File: src/rtl/mult_pkg.sv
// Shared definitions for the iterative shift-and-add multiplier.
// State encodings and default widths live here so that the top level and the bench agree on them.
package mult_pkg;

  localparam int MULT_WIDTH = 16;
  localparam int CNT_W      = $clog2(MULT_WIDTH);

  typedef enum logic [1:0] {
    IDLE = 2'b00,
    RUN  = 2'b01,
    DONE = 2'b10
  } state_e;

endpackage

File: src/rtl/cla_16b.sv
// Carry-lookahead adder built from 4-bit lookahead cells.
// Group generate/propagate terms feed a carry chain between the cells.
module cla_16b #(
  parameter int WIDTH = 16
) (
  input  logic [WIDTH-1:0] a,
  input  logic [WIDTH-1:0] b,
  input  logic             cin,
  output logic [WIDTH-1:0] sum,
  output logic             cout
);

  localparam int NG = WIDTH / 4;

  logic [NG:0] gc;

  assign gc[0] = cin;

  for (genvar i = 0; i < NG; i++) begin : g_cell
    logic [3:0] g;
    logic [3:0] p;
    logic [3:0] c;
    logic       grp_g;
    logic       grp_p;

    assign g = a[4*i +: 4] & b[4*i +: 4];
    assign p = a[4*i +: 4] ^ b[4*i +: 4];

    // Flattened lookahead: every carry depends only on g/p and the cell carry-in.
    assign c[0] = gc[i];
    assign c[1] = g[0] | (p[0] & gc[i]);
    assign c[2] = g[1] | (p[1] & g[0]) | (p[1] & p[0] & gc[i]);
    assign c[3] = g[2] | (p[2] & g[1]) | (p[2] & p[1] & g[0]) | (p[2] & p[1] & p[0] & gc[i]);

    assign grp_g = g[3] | (p[3] & g[2]) | (p[3] & p[2] & g[1]) | (p[3] & p[2] & p[1] & g[0]);
    assign grp_p = &p;

    assign sum[4*i +: 4] = p ^ c;
    assign gc[i+1]       = grp_g | (grp_p & gc[i]);
  end

  assign cout = gc[NG];

endmodule

File: src/rtl/seq_mult_16b.sv
// Radix-2 shift-and-add multiplier: one CLA add per cycle, WIDTH iterations per product.
// Signed operands are reduced to magnitudes up front and the sign is reapplied on DONE entry.
module seq_mult_16b
  import mult_pkg::*;
#(
  parameter int WIDTH = MULT_WIDTH
) (
  input  logic               clk,
  input  logic               rst_n,
  input  logic               start,
  input  logic               signed_op,
  input  logic [WIDTH-1:0]   a,
  input  logic [WIDTH-1:0]   b,
  output logic               busy,
  output logic               done,
  output logic [2*WIDTH-1:0] product
);

  localparam int CW = $clog2(WIDTH);

  function automatic logic [WIDTH-1:0] magnitude(input logic [WIDTH-1:0] x, input logic sgn);
    return (sgn && x[WIDTH-1]) ? (~x + WIDTH'(1)) : x;
  endfunction

  function automatic logic [2*WIDTH-1:0] cond_negate(input logic [2*WIDTH-1:0] x, input logic n);
    return n ? (~x + (2*WIDTH)'(1)) : x;
  endfunction

  state_e             state_q;
  logic [WIDTH-1:0]   mcand_q;
  logic [WIDTH-1:0]   mplier_q;
  logic [WIDTH-1:0]   acc_q;
  logic [CW-1:0]      count_q;
  logic               neg_q;
  logic               busy_q;
  logic               done_q;
  logic [2*WIDTH-1:0] product_q;

  logic [WIDTH-1:0]   addend;
  logic [WIDTH-1:0]   sum;
  logic               cout;
  logic [WIDTH-1:0]   acc_d;
  logic [WIDTH-1:0]   mplier_d;
  logic [2*WIDTH-1:0] product_d;

  // Iteration datapath: conditional add, then shift {cout, sum, mplier} right by one.
  assign addend = mplier_q[0] ? mcand_q : '0;

  cla_16b #(.WIDTH(WIDTH)) u_cla (
    .a    (acc_q),
    .b    (addend),
    .cin  (1'b0),
    .sum  (sum),
    .cout (cout)
  );

  assign acc_d     = {cout, sum[WIDTH-1:1]};
  assign mplier_d  = {sum[0], mplier_q[WIDTH-1:1]};
  assign product_d = cond_negate({acc_d, mplier_d}, neg_q);

  always_ff @(posedge clk) begin
    if (!rst_n) begin
      state_q   <= IDLE;
      mcand_q   <= '0;
      mplier_q  <= '0;
      acc_q     <= '0;
      count_q   <= '0;
      neg_q     <= 1'b0;
      busy_q    <= 1'b0;
      done_q    <= 1'b0;
      product_q <= '0;
    end else begin
      case (state_q)
        IDLE: begin
          done_q <= 1'b0;
          busy_q <= 1'b0;
          if (start) begin
            mcand_q  <= magnitude(a, signed_op);
            mplier_q <= magnitude(b, signed_op);
            acc_q    <= '0;
            count_q  <= '0;
            neg_q    <= signed_op & (a[WIDTH-1] ^ b[WIDTH-1]);
            busy_q   <= 1'b1;
            state_q  <= RUN;
          end
        end
        RUN: begin
          acc_q    <= acc_d;
          mplier_q <= mplier_d;
          count_q  <= count_q + CW'(1);
          if (count_q == CW'(WIDTH - 1)) begin
            product_q <= product_d;
            done_q    <= 1'b1;
            state_q   <= DONE;
          end
        end
        DONE: begin
          done_q  <= 1'b0;
          busy_q  <= 1'b0;
          state_q <= IDLE;
        end
        default: begin
          done_q  <= 1'b0;
          busy_q  <= 1'b0;
          state_q <= IDLE;
        end
      endcase
    end
  end

  assign busy    = busy_q;
  assign done    = done_q;
  assign product = product_q;

endmodule

File: config.mk
export PLATFORM = sky130hd
export DESIGN_NAME = seq_mult_16b
export DESIGN_NICKNAME = d
export VERILOG_FILES = /design/src/rtl/mult_pkg.sv /design/src/rtl/cla_16b.sv /design/src/rtl/seq_mult_16b.sv
export SDC_FILE = /design/constraint.sdc
export NUM_CORES = 1
export LEC_CHECK = 0
export BUFFER_PORTS_ARGS = -buffer_cell sky130_fd_sc_hd__buf_4
export CAP_MARGIN = 5
export CELL_PAD_IN_SITES_DETAIL_PLACEMENT = 1
export CELL_PAD_IN_SITES_GLOBAL_PLACEMENT = 2
export CORE_MARGIN = 3
export CORE_UTILIZATION = 37
export DETAILED_ROUTE_END_ITERATION = 10
export GPL_TIMING_DRIVEN = 0
export PLACE_DENSITY_LB_ADDON = 0.1
export SKIP_LAST_GASP = 1
export SLEW_MARGIN = 10
export SYNTH_ARGS = -nofsm -noshare
export SYNTH_HDL_FRONTEND = slang
export SYNTH_SLANG_ARGS = --single-unit
File: constraint.sdc
create_clock -name clk -period 7.7 [get_ports clk]
set_input_delay 1.54 -clock clk [delete_from_list [all_inputs] [get_ports clk]]
set_output_delay 1.54 -clock clk [all_outputs]
set_load 0.05 [all_outputs]
==> impl_metrics.env <==
export IMPL_status="completed"
export IMPL_max_freq_mhz=222.6
export IMPL_required_ps=7910
export IMPL_place_congestion=0.8197
export IMPL_grt_max_degree=15
export IMPL_ant_nets=0
export IMPL_period_minus_slack_ps=4491
export IMPL_nNetsFinal=797
export IMPL_drv_cap=0
export IMPL_yosysWarningCount=0
export IMPL_syn_area_um2=5345
export IMPL_synthArstFlopShare_pct=0
export IMPL_comb_power_share_pct=16.2
export IMPL_start_kind="flip-flop"
export IMPL_ys_seq_elements=89
export IMPL_critPathMaxFanout=10
export IMPL_rows=43
export IMPL_io_buffers=69
export IMPL_antenna_found_initial=0
export IMPL_grt_pass1_wl_um=27140
export IMPL_htree_levels=3
export IMPL_postCtsSetupBuffers=0
export IMPL_syn_inst=657
export IMPL_drt_initial_drc_count=298
export IMPL_vias=5048
export IMPL_max_slew_margin_rel_pct=20.15
export IMPL_synth_edf_count=0
export IMPL_p_sw_mw=0.3200
export IMPL_die_w_um=126.2
export IMPL_cts_buffer_depth=2
export IMPL_syn_num_nets=717
export IMPL_r2r_start="mplier_q[0]"
export IMPL_clock_sinks=89
export IMPL_clkTransAtPathRegs_ps=70
export IMPL_worstSetupPathType="reg2reg"
export IMPL_regToRegSetupSlack_ps=3210
export IMPL_cts_buffers_inserted=9
export IMPL_dp_hpwl_um=13160
export IMPL_power_switching_share_pct=28.41
export IMPL_wire_per_inst_um=18.01
export IMPL_viasPerCell=5.475
export IMPL_post_route_period_util_pct=58.33
export IMPL_dr_pass1_iters=4
export IMPL_cp_startpoint="mplier_q[0]"
export IMPL_grt_overflow=0
export IMPL_pwr_share_seq_pct=43.7
export IMPL_area_delta_synth_final_pct=19.50
export IMPL_hold_class="reg2reg"
export IMPL_power_density_nw_per_um2=176.3
export IMPL_hold_ws_ps=447.9
export IMPL_cts_tree="done"
export IMPL_hold_buffers=0
export IMPL_first_global_vias=5219
export IMPL_layout_commonest_cell="dfxtp_1"
export IMPL_core_area_um2=13990
export IMPL_ys_flop_type="dfxtp_1"
export IMPL_grt_usage_pct=20.96
export IMPL_setup_violations=0
export IMPL_io_pins=70
export IMPL_synth_area_per_cell_um2=8.136
export IMPL_drc=0
export IMPL_p_clk_share_pct=40.1
export IMPL_rsz0062_at_grt="no"
export IMPL_drv_slew=0
export IMPL_hold_viol_final=0
export IMPL_diodes=0
export IMPL_ir_drop_mv=0.1231
export IMPL_tightest_slew_ps=1189
export IMPL_worstSkewPairLatency_ps=350
export IMPL_synth_cell_types=71
export IMPL_clock_tree_root_cell="clkbuf_16"
export IMPL_setup_tns_final_ps=0
export IMPL_fin_skew_ps=9.925
export IMPL_ys_seq_area_share_pct=33.33
export IMPL_power_leakage_nw=2.546
export IMPL_cts_resized=0
export IMPL_arrival_ps=4700
export IMPL_design_die_area_um2=15920
export IMPL_layout_common_cells="89 x dfxtp_1, 78 x nand2_1, 69 x buf_4, 61 x nor2_1, 51 x a21oi_1"
export IMPL_hp_start="mcand_q[10]"
export IMPL_drive_gt1_share_pct=14.56
export IMPL_fill_cells=1692
export IMPL_wl_um=16600
export IMPL_die_y_um=126.2
export IMPL_initial_core_util_pct=38.21
export IMPL_p_int_mw=0.8064
export IMPL_worst_setup_path_end_kind="flip-flop"
-- sequential cells by signal, indices dropped and copies added, names as in the netlist --
register	cells
acc_q	16
busy	1
count_q	4
done	1
mcand_q	16
mplier_q	16
neg_q	1
product	32
state_q	2
-- cell type report --
class	count	area, µm²	area share, %
Multi-Input combinational cell	518	3366	52.69
Timing Repair Buffer	69	518.0	8.110
Buffer	33	133.9	2.096
Clock buffer	12	246.5	3.859
Tap cell	180	225.2	3.526
Inverter	17	63.81	0.9990
Clock inverter	4	52.55	0.8227
Sequential cell	89	1782	27.89
-- layer usage --
metal | GRT usage, % | up-vias | routed length [µm]
li1 | - | 2530 | -
met1 | 29.76 | 2416 | 8486
met2 | 33.65 | 90 | 7416
met3 | 3.138 | 12 | 538
met4 | 4.984 | 0 | 163
met5 | 0 | - | 0
-- cells by family (layout without fill, tap and decap cells) --
logic type / after synthesis / after routing / synth area share [%]
buf+inv: 50 / 135 / 3.698
compound gates: 192 / 192 / 24.51
fa+ha+maj: 24 / 24 / 6.180
flops: 89 / 89 / 33.33
simple gates: 244 / 244 / 22.75
xor+xnor: 57 / 57 / 9.340
mux: 1 / 1 / 0.1873
-- worst max-delay path: stages (launching register included) --
cell and delay, ps:
dfxtp_1 450, clkbuf_1 330, nand2_1 200, inv_1 110
ha_1 270, a41oi_2 200, o21ai_2 150, a221oi_2 340
nand2b_1 120, fa_1 380, xor2_1 210, or2_2 340
or4_1 560, nor4_1 240, a41oi_1 200, xnor2_1 190
a21oi_1 90
-- synth_stat cells, types with 8 or more instances --
| cell | instances | share of area [%] |
|---|---|---|
| ha_1 | 20 | 4.7 |
| nor3_1 | 11 | 1.0 |
| a22o_1 | 8 | 1.3 |
| a22oi_1 | 13 | 1.8 |
| nand3_1 | 11 | 1.0 |
| dfxtp_1 | 89 | 33 |
| clkbuf_1 | 29 | 2.0 |
| a21oi_1 | 51 | 4.8 |
| and2_1 | 17 | 2.0 |
| nand2_1 | 78 | 5.5 |
| xor2_1 | 45 | 7.4 |
| o21ai_0 | 35 | 3.3 |
| nor2_1 | 61 | 4.3 |
| inv_1 | 16 | 1.1 |
| a31oi_1 | 9 | 1.1 |
| a211oi_1 | 30 | 4.2 |
| or3_1 | 9 | 1.1 |
| xnor2_1 | 12 | 2.0 |
| o31ai_1 | 8 | 1.1 |
-- per-stage QoR --
stage	std cells	setup WS [ps]	power, mW	instance area (µm²)	util [%]
after global routing	922	2859	1.179	6387	45.66
after global placement	906	3286	0.6798	6088	43.52
after detailed placement	906	3183	0.6852	6088	43.52
after CTS	922	3166	1.133	6387	45.66
after floorplan	657	3965	0.6161	5345	-
final	922	3209	1.126	6387	45.66
-- power groups by stage --
| stage | Sequential, mW | Clock, mW | Combinational [mW] |
|---|---|---|---|
| 6_report | 0.493 | 0.451 | 0.182 |
| 5_1_grt | 0.495 | 0.481 | 0.203 |
| 4_1_cts | 0.492 | 0.458 | 0.183 |
| 3_5_place_dp | 0.503 | 0 | 0.182 |
| 3_3_place_gp | 0.502 | 0 | 0.178 |
| 2_1_floorplan | 0.498 | 0 | 0.119 |
-- final timing paths --
kind | end | cells past startpoint
worst min-delay path | mcand_q[10] | 2
worst min register to register | mcand_q[10] | 2
worst max-delay path | product[30] | 16
worst max register to register | product[30] | 16
Note: power is estimated with default switching activity, not from simulation.
